===== config.mk =====
export PLATFORM = sky130hd
export DESIGN_NAME = mult_div_unit_flat
export DESIGN_NICKNAME = d
export VERILOG_FILES = /design/src/rtl/mult_div_unit_pkg.sv /design/src/rtl/mult_div_unit_if.sv /design/src/rtl/mdu_negate.sv /design/src/rtl/mult_div_unit.sv /design/src/flat_wrapper.sv
export SDC_FILE = /design/constraint.sdc
export NUM_CORES = 1
export LEC_CHECK = 0
export CAP_MARGIN = 20
export CORE_ASPECT_RATIO = 1.1
export CORE_MARGIN = 2
export CORE_UTILIZATION = 35
export DETAILED_ROUTE_END_ITERATION = 16
export GPL_TIMING_DRIVEN = 0
export PLACE_DENSITY = 0.56
export SYNTH_ARGS = -nofsm -noshare
export SYNTH_HDL_FRONTEND = slang
export SYNTH_SLANG_ARGS = --single-unit

===== constraint.sdc =====
create_clock -name clk -period 3.9 [get_ports clk]
set_input_delay 0.78 -clock clk [delete_from_list [all_inputs] [get_ports clk]]
set_output_delay 0.78 -clock clk [all_outputs]
set_load 0.05 [all_outputs]

===== src/rtl/mult_div_unit_pkg.sv =====
// mdu_pkg: shared operation and FSM encodings for the multiply/divide unit.
package mdu_pkg;
    typedef enum logic [1:0] {
        MDU_MULT  = 2'b00,
        MDU_MULTU = 2'b01,
        MDU_DIV   = 2'b10,
        MDU_DIVU  = 2'b11
    } mdu_op_e;

    typedef enum logic [1:0] {
        S_IDLE = 2'd0,
        S_CALC = 2'd1,
        S_FIX  = 2'd2,
        S_DONE = 2'd3
    } mdu_state_e;
endpackage


===== src/rtl/mult_div_unit_if.sv =====
// mult_div_unit_if: request, HI/LO write and result signals of the multiply/divide unit.
interface mult_div_unit_if #(parameter int WIDTH = 32);
    logic             start;
    mdu_pkg::mdu_op_e op;
    logic [WIDTH-1:0] a;
    logic [WIDTH-1:0] b;
    logic             hi_we;
    logic             lo_we;
    logic [WIDTH-1:0] wdata;
    logic             busy;
    logic             done;
    logic             div_zero;
    logic [WIDTH-1:0] hi;
    logic [WIDTH-1:0] lo;

    modport master (output start, op, a, b, hi_we, lo_we, wdata,
                    input  busy, done, div_zero, hi, lo);
    modport slave  (input  start, op, a, b, hi_we, lo_we, wdata,
                    output busy, done, div_zero, hi, lo);
endinterface


===== src/rtl/mdu_negate.sv =====
// mdu_negate: combinational conditional two's-complement negate.
module mdu_negate #(parameter int W = 32) (
    input  logic [W-1:0] a_i,
    input  logic         neg_i,
    output logic [W-1:0] y_o
);
    assign y_o = neg_i ? (~a_i + 1'b1) : a_i;
endmodule


===== src/rtl/mult_div_unit.sv =====
// mult_div_unit: iterative MULT/MULTU/DIV/DIVU with HI/LO registers, one bit per cycle.
module mult_div_unit import mdu_pkg::*; #(parameter int WIDTH = 32) (
    input logic             clk,
    input logic             rst_n,
    mult_div_unit_if.slave  bus
);
    localparam int CW = $clog2(WIDTH + 1);

    mdu_state_e       state_q, state_d;
    logic [CW-1:0]    cnt_q, cnt_d;
    logic             is_div_q, is_div_d, neg_res_q, neg_res_d, neg_rem_q, neg_rem_d, dz_q, dz_d;
    logic [WIDTH-1:0] wh_q, wh_d, wl_q, wl_d, md_q, md_d, hi_q, hi_d, lo_q, lo_d;
    logic [WIDTH-1:0] a_mag, b_mag, quot, rem;
    logic [2*WIDTH-1:0] prod;
    logic [WIDTH:0]   sum, rem_sh, diff;
    logic             sgn_op, is_div_op, b_zero, wr_ok;

    assign sgn_op    = ~bus.op[0];
    assign is_div_op = bus.op[1];
    assign b_zero    = (bus.b == '0);
    assign wr_ok     = (state_q == S_IDLE) || (state_q == S_DONE);

    mdu_negate #(.W(WIDTH))   u_neg_a (.a_i(bus.a), .neg_i(sgn_op & bus.a[WIDTH-1]), .y_o(a_mag));
    mdu_negate #(.W(WIDTH))   u_neg_b (.a_i(bus.b), .neg_i(sgn_op & bus.b[WIDTH-1]), .y_o(b_mag));
    mdu_negate #(.W(2*WIDTH)) u_neg_p (.a_i({wh_q, wl_q}), .neg_i(neg_res_q), .y_o(prod));
    mdu_negate #(.W(WIDTH))   u_neg_q (.a_i(wl_q), .neg_i(neg_res_q), .y_o(quot));
    mdu_negate #(.W(WIDTH))   u_neg_r (.a_i(wh_q), .neg_i(neg_rem_q), .y_o(rem));

    // wl holds multiplier/dividend bits, wh the partial product/remainder, md the multiplicand/divisor
    assign sum    = {1'b0, wh_q} + (wl_q[0] ? {1'b0, md_q} : '0);
    assign rem_sh = {wh_q, wl_q[WIDTH-1]};
    assign diff   = rem_sh - {1'b0, md_q};

    always_comb begin
        state_d   = state_q;
        cnt_d     = cnt_q;
        is_div_d  = is_div_q;
        neg_res_d = neg_res_q;
        neg_rem_d = neg_rem_q;
        dz_d      = dz_q;
        wh_d      = wh_q;
        wl_d      = wl_q;
        md_d      = md_q;
        hi_d      = (wr_ok && bus.hi_we) ? bus.wdata : hi_q;
        lo_d      = (wr_ok && bus.lo_we) ? bus.wdata : lo_q;
        case (state_q)
            S_IDLE: if (bus.start) begin
                state_d   = (is_div_op && b_zero) ? S_DONE : S_CALC;
                cnt_d     = CW'(WIDTH);
                is_div_d  = is_div_op;
                neg_res_d = sgn_op & (bus.a[WIDTH-1] ^ bus.b[WIDTH-1]);
                neg_rem_d = sgn_op & bus.a[WIDTH-1];
                dz_d      = is_div_op && b_zero;
                wh_d      = '0;
                wl_d      = a_mag;
                md_d      = b_mag;
            end
            S_CALC: begin
                cnt_d   = cnt_q - 1'b1;
                state_d = (cnt_q == CW'(1)) ? S_FIX : S_CALC;
                wh_d    = is_div_q ? (diff[WIDTH] ? rem_sh[WIDTH-1:0] : diff[WIDTH-1:0]) : sum[WIDTH:1];
                wl_d    = is_div_q ? {wl_q[WIDTH-2:0], ~diff[WIDTH]} : {sum[0], wl_q[WIDTH-1:1]};
            end
            S_FIX: begin
                {hi_d, lo_d} = is_div_q ? {rem, quot} : prod;
                state_d      = S_DONE;
            end
            S_DONE: state_d = S_IDLE;
            default: state_d = S_IDLE;
        endcase
    end

    always_ff @(posedge clk or negedge rst_n) begin
        if (!rst_n) begin
            state_q   <= S_IDLE;
            cnt_q     <= '0;
            is_div_q  <= 1'b0;
            neg_res_q <= 1'b0;
            neg_rem_q <= 1'b0;
            dz_q      <= 1'b0;
            wh_q      <= '0;
            wl_q      <= '0;
            md_q      <= '0;
            hi_q      <= '0;
            lo_q      <= '0;
        end else begin
            state_q   <= state_d;
            cnt_q     <= cnt_d;
            is_div_q  <= is_div_d;
            neg_res_q <= neg_res_d;
            neg_rem_q <= neg_rem_d;
            dz_q      <= dz_d;
            wh_q      <= wh_d;
            wl_q      <= wl_d;
            md_q      <= md_d;
            hi_q      <= hi_d;
            lo_q      <= lo_d;
        end
    end

    assign bus.busy     = (state_q == S_CALC) || (state_q == S_FIX);
    assign bus.done     = (state_q == S_DONE);
    assign bus.div_zero = dz_q;
    assign bus.hi       = hi_q;
    assign bus.lo       = lo_q;
endmodule

===== src/flat_wrapper.sv =====
// flat-port wrapper written by rule: the top's interface ports become plain ports
module mult_div_unit_flat import mdu_pkg::*;
#(parameter int WIDTH = 32)
  (clk, rst_n, bus_start, bus_op, bus_a, bus_b, bus_hi_we, bus_lo_we, bus_wdata, bus_busy, bus_done, bus_div_zero, bus_hi, bus_lo);
  mult_div_unit_if #(.WIDTH(WIDTH)) bus_i ();
  input logic clk;
  input logic rst_n;
  input wire logic [$bits(bus_i.start)-1:0] bus_start;
  input wire logic [$bits(bus_i.op)-1:0] bus_op;
  input wire logic [$bits(bus_i.a)-1:0] bus_a;
  input wire logic [$bits(bus_i.b)-1:0] bus_b;
  input wire logic [$bits(bus_i.hi_we)-1:0] bus_hi_we;
  input wire logic [$bits(bus_i.lo_we)-1:0] bus_lo_we;
  input wire logic [$bits(bus_i.wdata)-1:0] bus_wdata;
  output wire logic [$bits(bus_i.busy)-1:0] bus_busy;
  output wire logic [$bits(bus_i.done)-1:0] bus_done;
  output wire logic [$bits(bus_i.div_zero)-1:0] bus_div_zero;
  output wire logic [$bits(bus_i.hi)-1:0] bus_hi;
  output wire logic [$bits(bus_i.lo)-1:0] bus_lo;
  assign bus_i.start = bus_start;
  assign bus_i.op = bus_op;
  assign bus_i.a = bus_a;
  assign bus_i.b = bus_b;
  assign bus_i.hi_we = bus_hi_we;
  assign bus_i.lo_we = bus_lo_we;
  assign bus_i.wdata = bus_wdata;
  assign bus_busy = bus_i.busy;
  assign bus_done = bus_i.done;
  assign bus_div_zero = bus_i.div_zero;
  assign bus_hi = bus_i.hi;
  assign bus_lo = bus_i.lo;
  mult_div_unit #(.WIDTH(WIDTH)) u_core (.clk(clk), .rst_n(rst_n), .bus(bus_i));
endmodule

; ---- After elaboration in Yosys (flattened, before gate mapping)
; Index checks and enable logic that the tools add are counted.
[op_classes]
n_addsub = 8
n_eq_ne = 5
mux = 24
bitwise = 11
reduce_logical = 12
[op_table]
columns = op, n
row1 = $mux W32, 14
row2 = $add A32 B1 Y32 const B, 4
row3 = $mux W64, 2
row4 = $not A32 Y32, 4
row5 = $pmux W32 S2, 2
row6 = $add A64 B1 Y64 const B, 1
row7 = $not A64 Y64, 1
row8 = $add A32 B33 Y33, 1
row9 = $sub A33 B32 Y33, 1
row10 = $logic_not A32 Y1, 1
row11 = $pmux W6 S2, 1
row12 = $pmux W2 S4, 1
row13 = $eq A6 B1 Y1 const B, 1
row14 = $mux W2, 3
row15 = $mux W6, 1
row16 = $reduce_bool A2 Y1, 3
row17 = $sub A6 B1 Y6 const B, 1
row18 = $eq A2 B2 Y1 const B, 2
row19 = $reduce_and A2 Y1, 2
row20 = $and A1 B1 Y1, 3
row21 = $logic_and A1 B1 Y1, 3
row22 = $eq A2 B1 Y1 const B, 1
row23 = $logic_not A2 Y1, 1
row24 = $logic_or A1 B1 Y1, 2
row25 = 3 further kinds, 4
[word_totals]
ff_bits = 172
in_bits = 103
wordCells = 71

; ---- Depth between registers and ports, before layout
; Gate-level depths: netlist of the first run.
[logic_depth]
word_depth = 5
depth_mapped = 15

; ---- Modules after synthesis
; A second synthesis of the first run with hierarchy kept.
[hier_totals]
hier_cells = 1962
area_unflattened_um2 = 17018.8
[by_module_without_submodules]
columns = module, n_inst, cells_each, area_each_um2, seq_area_each_um2
row1 = mult_div_unit, 1, 1360, 12261.8, 4304.1
row2 = mdu_negate (u_core.u_neg_a ...), 4, 99, 777.0, 0.0
row3 = mdu_negate (u_core.u_neg_p), 1, 206, 1649.1, 0.0

; ---- Worst setup path after synthesis of the first run
; Ideal clock, no wire load.
[synth_timing]
kind = register -> register
from = register u_core.wl_q[31]
to = register u_core.wh_q[26]
t_arrival_ps = 3108
required_time_ps = 3759
path_slack_ps = 651
path_stages_with_launch = 15
path_buffers = 1
period_less_slack_ps = 3249
cell_sequence = dfrtp_1 -> inv_1 -> ha_1 -> fa_1 -> nor2b_1 -> o31a_1 -> o21ai_0 -> a211oi_1 -> nor3_1 -> o21a_1 -> o31ai_4 -> xor2_4 -> buf_6 -> mux2i_1 -> o221ai_1
[synth_between]
elab_chain_cells = 4
[synth_lines]
columns = element, line_no
row1 = start: declaration, mult_div_unit.sv:12  ; logic [WIDTH-1:0] wh_q, wh_d, wl_q, wl_d, md_q, md_d, hi_q, hi_d, lo_q, lo_d;
row2 = start signal: assignment, mult_div_unit.sv:94  ; wl_q <= wl_d;
row3 = $sub A33 B32 Y33, mult_div_unit.sv:32  ; assign diff = rem_sh - {1'b0, md_q};
row4 = $mux W32 (2 in series), mult_div_unit.sv:61  ; wh_d = is_div_q ? (diff[WIDTH] ? rem_sh[WIDTH-1:0] : diff[WIDTH-1:0]) : sum[WIDTH:1];
row5 = $pmux W32 S2, mult_div_unit.sv:46  ; case (state_q)
row6 = end signal: assignment, mult_div_unit.sv:93  ; wh_q <= wh_d;
row7 = end: declaration, mult_div_unit.sv:12
; Every way passes these cells.
; A chain may end at the register's enable or synchronous reset.

; ---- Worst setup path after layout of the first run
[layout_timing]
from = register u_core.wl_q[0]
to = register u_core.wh_q[29]
[layout_between]
elab_chain_cells = 4
[layout_lines]
columns = element, line_no
row1 = $mux W32, mult_div_unit.sv:30  ; assign sum = {1'b0, wh_q} + (wl_q[0] ? {1'b0, md_q} : '0);
row2 = $add A32 B33 Y33, mult_div_unit.sv:30
row3 = $mux W32, mult_div_unit.sv:61
row4 = $pmux W32 S2, mult_div_unit.sv:46
; Every way passes these cells.

==> key figures, run 1 <==
Status
  • Outcome: complete, no violations

Setup path
  • Crit path kind: register to register
  • CP Capture Type: register
  • CP Cell Sequence: inv_2, clkbuf_2, nor2_1, ha_1, o211a_1, o31ai_1, a21oi_1, a31oi_2, o31ai_4, a41o_1, a221oi_4, o211ai_1, xnor2_1, o221ai_1
  • Crit-path max FO: 10
  • Reg2Reg Depth: 14
  • RR Endpoint: u_core.wh_q[29]
  • R2R Setup Slk: 0.11 ns
  • Setup crit start kind: register
  • CP max-delay cell: dfrtp_2
  • Worst Setup SP: u_core.wl_q[0]
  • WP data arrival: 4.10 ns
  • Crit-path max cell delay: 0.50 ns
  • Reg-to-Reg Start: u_core.wl_q[0]
  • Worst EP required: 4.21 ns

Layout
  • Register area: 0.00431 mm²
  • Footprint of the multi-input gates: 0.00955 mm²
  • Design area: 0.0175 mm²
  • Final #Nets: 2164
  • Final Non-Filler Cells: 2520
  • Area Growth Syn to Fin: 21.7%
  • Core Util, Final: 42.8%
  • Most common cell after layout, fill and taps aside: nand2_1
  • Commonest cells after routing, fill and taps aside: nand2_1 (252), o21ai_0 (232), dfrtp_1 (170), clkdlybuf4s50_1 (168), nor2_1 (126)
  • Share of layout cells above drive strength 1: 4.75%
  • Fill cell count: 4236

Placed design
  • Area after DPL: 0.0168 mm²
  • Detailed placement HPWL: 40700 µm
  • GPL Wtd Cong: 0.941
  • Cells after DPL: 2483
  • Buffers on Ports: 169
  • Pre-CTS WS: -0.864 ns

Clocking
  • Sink Count: 172
  • CTS root buffer: clkbuf_16
  • Clk_lat worst skew: 0.46 ns
  • H-tree Lvls: 4
  • Reg clk slew, reported paths: 0.08 ns
  • CTS tree: built
  • CTS max path bufs: 2
  • Cts bufs inserted: 17

Floorplanning
  • IO Pins: 170
  • Horiz. Die Dim: 198 µm
  • Core Rows: 78
  • Die ar.: 0.0429 mm²
  • Initial cell density of the core: 35.2%
  • CORE AREA: 0.0410 mm²
  • Die H: 217 µm

Flow run
  • Max Cap Viol: 0

Pwr
  • Total power: 17.4 mW
  • Lkg Pwr: 7.52 nW
  • Peak VDD IR: 348 µV
  • PD cells: 991 mW/mm²

Timing
  • Tightest Pin Transition: 0.826 ns
  • Tcrit/Tclk final: 97.1%
  • Final Max Tran Viols: 0
  • Fin crit period: 3.79 ns
  • Final Skew: 0.0159 ns
  • Total Neg Setup Slack: 0 ns
  • Slew margin rel.: 44.8%
  • Max Fclk: 264 MHz
  • Final Hold Viols: 0
  • Hold_ws: 0.269 ns
  • Setup ws final: 0.113 ns
  • Endpoints failing setup: 0

Detailed routing
  • WL/cell: 20.2 µm
  • Detailed Routing Iterations Pass 1: 6
  • Number of remaining DRC errors: 0
  • Initial detailed-routing violation count: 860
  • Final wirelength: 51000 µm
  • Via density: 5.53
  • Via count: 13900
  • Post-DRT Antenna Nets: 0

Global route
  • Vias in the first global route: 13900
  • Gr ovfl total: 0
  • Met1 usage in global routing: 30.1%
  • Most crowded layer after global routing: met2
  • Initial antenna violation count: 0
  • Global-route wire length before repair: 78700 µm
  • M2 GR Usage: 40.9%
  • Global-route usage over all layers: 23.7%
  • Routing usage on met3: 3.33%
  • Largest net degree at the start of global routing: 94

Yosys
  • Syn avg cell area: 8.05 µm²
  • Post-synthesis net count: 1971
  • Synth async-reset ratio: 100%
  • Post-Syn Instances: 1792
  • Syn. warnings: 0
  • Synth area leader: dfrtp_1
  • #FFs+latches synth: 172
  • EDFF count, synth: 0
  • Sequential fraction of the synthesis area: 29.8%
  • Synth area leaders: dfrtp_1 (30%), o21ai_0 (8.1%), mux2i_1 (7.9%), xnor2_1 (7.3%), nand2_1 (6.6%)
  • Yosys cell types: 79
  • Post-synth top area share: 29.8%
  • Cell area after synthesis: 0.0144 mm²
  • Main flop type after synthesis: dfrtp_1

Worst hold path
  • Hold crit path type: input port to async pin
[area by class of cell]
| cell class | instances | area share (%) |
|---|---|---|
| diodes | 2 | 0.0285 |
| repair buffers | 177 | 10.1 |
| clock inverters | 15 | 0.948 |
| plain buffers | 94 | 2.26 |
| flip-flops and latches | 172 | 24.5 |
| multi-input cells | 1451 | 54.4 |
| inverters | 72 | 1.54 |
| well taps | 520 | 3.71 |
| clock buffers | 17 | 2.42 |
[sequential cells by signal, summed over array words and instances (netlist names)]
register             flops
u_core.wh_q             32
u_core.cnt_q             6
u_core.neg_res_q         1
u_core.neg_rem_q         1
u_core.md_q             32
u_core.bus.lo           32
u_core.bus.hi           32
u_core.bus.div_zero      1
u_core.is_div_q          1
u_core.wl_q             32
u_core.state_q           2
[report_power, final]
| group | switching (mW) | internal, mW | leakage, nW |
|---|---|---|---|
| sequential | 1.06 | 2.67 | 2.09 |
| clock | 0.910 | 0.862 | 0.282 |
| combinational | 7.29 | 4.58 | 5.15 |
| total | 9.27 | 8.12 | 7.52 |
[synth_stat cells, types with 12 or more instances]
master    number
nand2_1      252
dfrtp_1      172
nor2b_1       13
a21o_1        20
nand3_1       25
nor4_1        18
nor2_1       126
nand2b_1      13
xor2_1        55
or3_1         14
o31ai_1       23
a31oi_1       25
buf_1         18
clkbuf_1      69
o21ai_0      234
mux2i_1      114
inv_1         72
xnor2_1      120
nor3_1        29
a21oi_1       98
a211oi_1      12
a22oi_1       22
ha_1          74
[layer usage]
metal	wire [µm]	vias to the layer above	share of wire [%]
met3	2280	73	4.5
met4	1550	0	3.0
li1	-	6754	-
met5	0	-	0
met1	22600	6734	44
met2	24600	381	48
[how the worst max path moves through the flow]
stage / endpoint / slack [ns] / depth (start not counted)
after global placement: u_core.md_q[18] / -5.57 / 1
after global routing: u_core.wh_q[0] / -0.003 / 14
after detailed placement: u_core.wh_q[30] / -0.86 / 15
after CTS: u_core.wh_q[29] / 0.03 / 14
final: u_core.wh_q[29] / 0.11 / 14
after floorplan: u_core.wh_q[26] / 0.65 / 14
[repair_timing]
action,4_1_cts,5_1_grt
pin swaps,2,1
hold endpoints to repair,0,0
endpoints found under the setup margin,49,34
setup buffers,5,1
resized for setup,21,7
hold buffers,0,0
[logic make-up after synthesis]
kind of cell	share of synthesized area (%)
flops	29.8
fa+ha+maj	6.70
xor+xnor	10.8
simple gates	17.6
buf+inv	4.63
mux	8.69
compound gates	21.7
[critical path, delay by kind of cell (launching register included)]
family          cells  cell delay [ns]
fa+ha+maj           1             0.35
compound gates      9             2.13
flops               1             0.50
buf+inv             2             0.41
simple gates        1             0.08
xor+xnor            1             0.19
No activity file was read; power rests on OpenSTA's default activity.
==> run 2: changes to the inputs <==
ABC_CLOCK_PERIOD_IN_PS = 3900   (was default)
CORE_MARGIN = default   (was 2)
SLEW_MARGIN = 10   (was default)
==> key figures, run 2 (synthesis gave the netlist of run 1 again) <==
Clocking
  • Reg clk slew, reported paths: 0.08 ns (about the same)
  • Cts bufs inserted: 17 (unchanged)
  • H-tree Lvls: 4 (unchanged)
  • CTS root buffer: clkbuf_16 (unchanged)
  • CTS tree: built (unchanged)
  • CTS max path bufs: 2 (unchanged)
  • Number of hold buffers added after CTS: 0 (unchanged)
  • Clk_lat worst skew: 0.46 ns (about the same)
  • Sink Count: 172 (unchanged)

Floorplanning
  • Horiz. Die Dim: 196 µm (was 198 µm)
  • Initial cell density of the core: 35.7% (was 35.2%)
  • Die H: 215 µm (was 217 µm)
  • IO Pins: 170 (unchanged)
  • Core Rows: 77 (was 78)
  • CORE AREA: 0.0404 mm² (was 0.0410 mm²)
  • Die ar.: 0.0420 mm² (was 0.0429 mm²)

Setup path
  • CP max-delay cell: or4b_2 (was dfrtp_2)
  • WP data arrival: 4.04 ns (was 4.10 ns)
  • Top delay family on crit path: simple AND/OR/NAND/NOR gates (was compound AO/OA/AOI/OAI gates)
  • Buffers & Inverters on Critical Path: 1 (was 2)
  • CP Capture Type: register (unchanged)
  • CP Cell Sequence: inv_1, ha_1, or4b_2, or2_0, or3_1, nor3_2, nand2_1, nor2_1, nand3b_1, o21ai_0, xor2_1, a21oi_1 (was inv_2, clkbuf_2, nor2_1, ha_1, o211a_1, o31ai_1, a21oi_1, a31oi_2, o31ai_4, a41o_1, a221oi_4, o211ai_1, xnor2_1, o221ai_1)
  • Crit-path max cell delay: 0.66 ns (was 0.50 ns)
  • Crit path kind: register to register (unchanged)
  • Crit-path max FO: 6 (was 10)
  • Setup crit start kind: register (unchanged)
  • Worst EP required: 4.23 ns (was 4.21 ns)

Detailed routing
  • Number of remaining DRC errors: 0 (unchanged)
  • Via density: 5.55 (was 5.53)
  • WL/cell: 20.5 µm (was 20.2 µm)
  • Initial detailed-routing violation count: 679 (was 860)
  • Detailed Routing Iterations Pass 1: 6 (unchanged)
  • Final wirelength: 51400 µm (was 51000 µm)
  • Post-DRT Antenna Nets: 0 (unchanged)
  • Via count: 13900 (unchanged)

Global route
  • M2 GR Usage: 43.0% (was 40.9%)
  • Vias in the first global route: 13900 (about the same)
  • Global-route usage over all layers: 24.8% (was 23.7%)
  • Met1 usage in global routing: 32.3% (was 30.1%)
  • Largest net degree at the start of global routing: 105 (was 94)
  • Global-route wire length before repair: 81200 µm (was 78700 µm)
  • Gr ovfl total: 0 (unchanged)
  • Initial antenna violation count: 0 (unchanged)
  • Routing usage on met3: 3.37% (was 3.33%)
  • Most crowded layer after global routing: met2 (unchanged)

Layout
  • Most common cell after layout, fill and taps aside: nand2_1 (unchanged)
  • Design area: 0.0176 mm² (was 0.0175 mm²)
  • Final #Nets: 2163 (was 2164)
  • Share of layout cells above drive strength 1: 5.06% (was 4.75%)
  • Commonest cells after routing, fill and taps aside: nand2_1 (252), o21ai_0 (232), dfrtp_1 (170), clkdlybuf4s50_1 (168), nor2_1 (126) (unchanged)
  • Diodes inserted: 0 (was 2)
  • Area Growth Syn to Fin: 21.8% (was 21.7%)

Timing
  • Endpoints failing setup: 0 (unchanged)
  • Slew margin rel.: 32.7% (was 44.8%)
  • Max Fclk: 269 MHz (was 264 MHz)
  • Tightest Pin Transition: 1.01 ns (was 0.826 ns)
  • Final Max Tran Viols: 0 (unchanged)
  • Hold_ws: 0.296 ns (was 0.269 ns)
  • Final Skew: 0.0103 ns (was 0.0159 ns)
  • Fin crit period: 3.71 ns (was 3.79 ns)
  • Final Hold Viols: 0 (unchanged)
  • RSZ-0062 raised after global routing: false
  • Tcrit/Tclk final: 95.2% (was 97.1%)

Pwr
  • Peak VDD IR: 309 µV (was 348 µV)
  • PD cells: 995 mW/mm² (was 991 mW/mm²)
  • Lkg Pwr: 7.47 nW (was 7.52 nW)

Flow run
  • Max Cap Viol: 0 (unchanged)

Placed design
  • Detailed placement HPWL: 41100 µm (was 40700 µm)
  • Buffers on Ports: 169 (unchanged)
  • Area after DPL: 0.0168 mm² (about the same)
  • GPL Wtd Cong: 0.949 (was 0.941)

Status
  • Outcome: complete, no violations (unchanged)

Worst hold path
  • Hold crit path type: input port to async pin (unchanged)
-- run 2: changes by cell type in the layout (fill, tap and decap cells not counted), sizes merged --
cell and change:
clkinvlp +1, clkbuf -2, inv +2, diode -2, clkinv -3, buf +1
-- run 2: worst reg2reg max path: stages, from the launching register on --
cell and delay [ns]:
dfrtp_2 0.48, inv_1 0.28, ha_1 0.25, or4b_2 0.66, or2_0 0.25, or3_1 0.37
nor3_2 0.24, nand2_1 0.18, nor2_1 0.19, nand3b_1 0.13, o21ai_0 0.22, xor2_1 0.24
a21oi_1 0.10
-- run 2: worst paths after layout --
| check | endpoint | slack (ns) | depth (start not counted) | startpoint |
|---|---|---|---|---|
| setup / recovery | u_core.bus.hi[26] | 0.19 | 12 | u_core.wh_q[0] |
| hold / removal | u_core.md_q[30] | 0.30 | 1 | rst_n |
| setup reg to reg | u_core.bus.hi[26] | 0.19 | 12 | u_core.wh_q[0] |
| hold reg to reg | u_core.md_q[11] | 0.48 | 2 | u_core.md_q[11] |
| max in group asynchronous | u_core.bus.lo[12] | 2.65 | 2 | rst_n |
| min in group clk | u_core.md_q[11] | 0.48 | 2 | u_core.md_q[11] |
-- run 2: metrics by stage --
stage	instances	setup WS [ns]	setup TNS [ns]	power [mW]	util [%]
2_1_floorplan	1792	0.651	0	11.9	-
3_3_place_gp	2474	-5.59	-968.25	15.3	41.5
3_5_place_dp	2476	-0.839	-12.96	15.4	41.6
4_1_cts	2510	0.0181	0	17.4	43.3
5_1_grt	2510	0.0107	0	18.9	43.5
6_report	2510	0.186	0	17.5	43.5
-- run 2: metal layers --
layer | wire [µm] | vias to the layer above
li1 | - | 6764
met1 | 22900 | 6762
met2 | 25300 | 372
met3 | 2340 | 44
met4 | 918 | 0
met5 | 0 | -
-- run 2: timing repair --
action / in CTS / in global routing
endpoints found under the setup margin: 49 / 40
resized for setup: 19 / 20
pin swaps: 1 / 6
buffers inserted: 4 / 2
-- run 2: where the power goes --
group | internal (mW) | total [mW] | leakage, nW | switching (mW)
clock network | 0.851 | 1.73 | 0.272 | 0.876
logic | 4.65 | 12.0 | 5.11 | 7.34
registers | 2.67 | 3.76 | 2.09 | 1.09
total | 8.17 | 17.5 | 7.47 | 9.30
-- run 2: cell type report --
class,count,area (µm²)
Sequential cell,172,4310
Timing Repair Buffer,177,1790
Tap cell,513,642
Inverter,72,270
Clock inverter,15,145
Multi-Input combinational cell,1451,9590
Fill cell,4134,22800
Clock buffer,17,425
Buffer,93,394
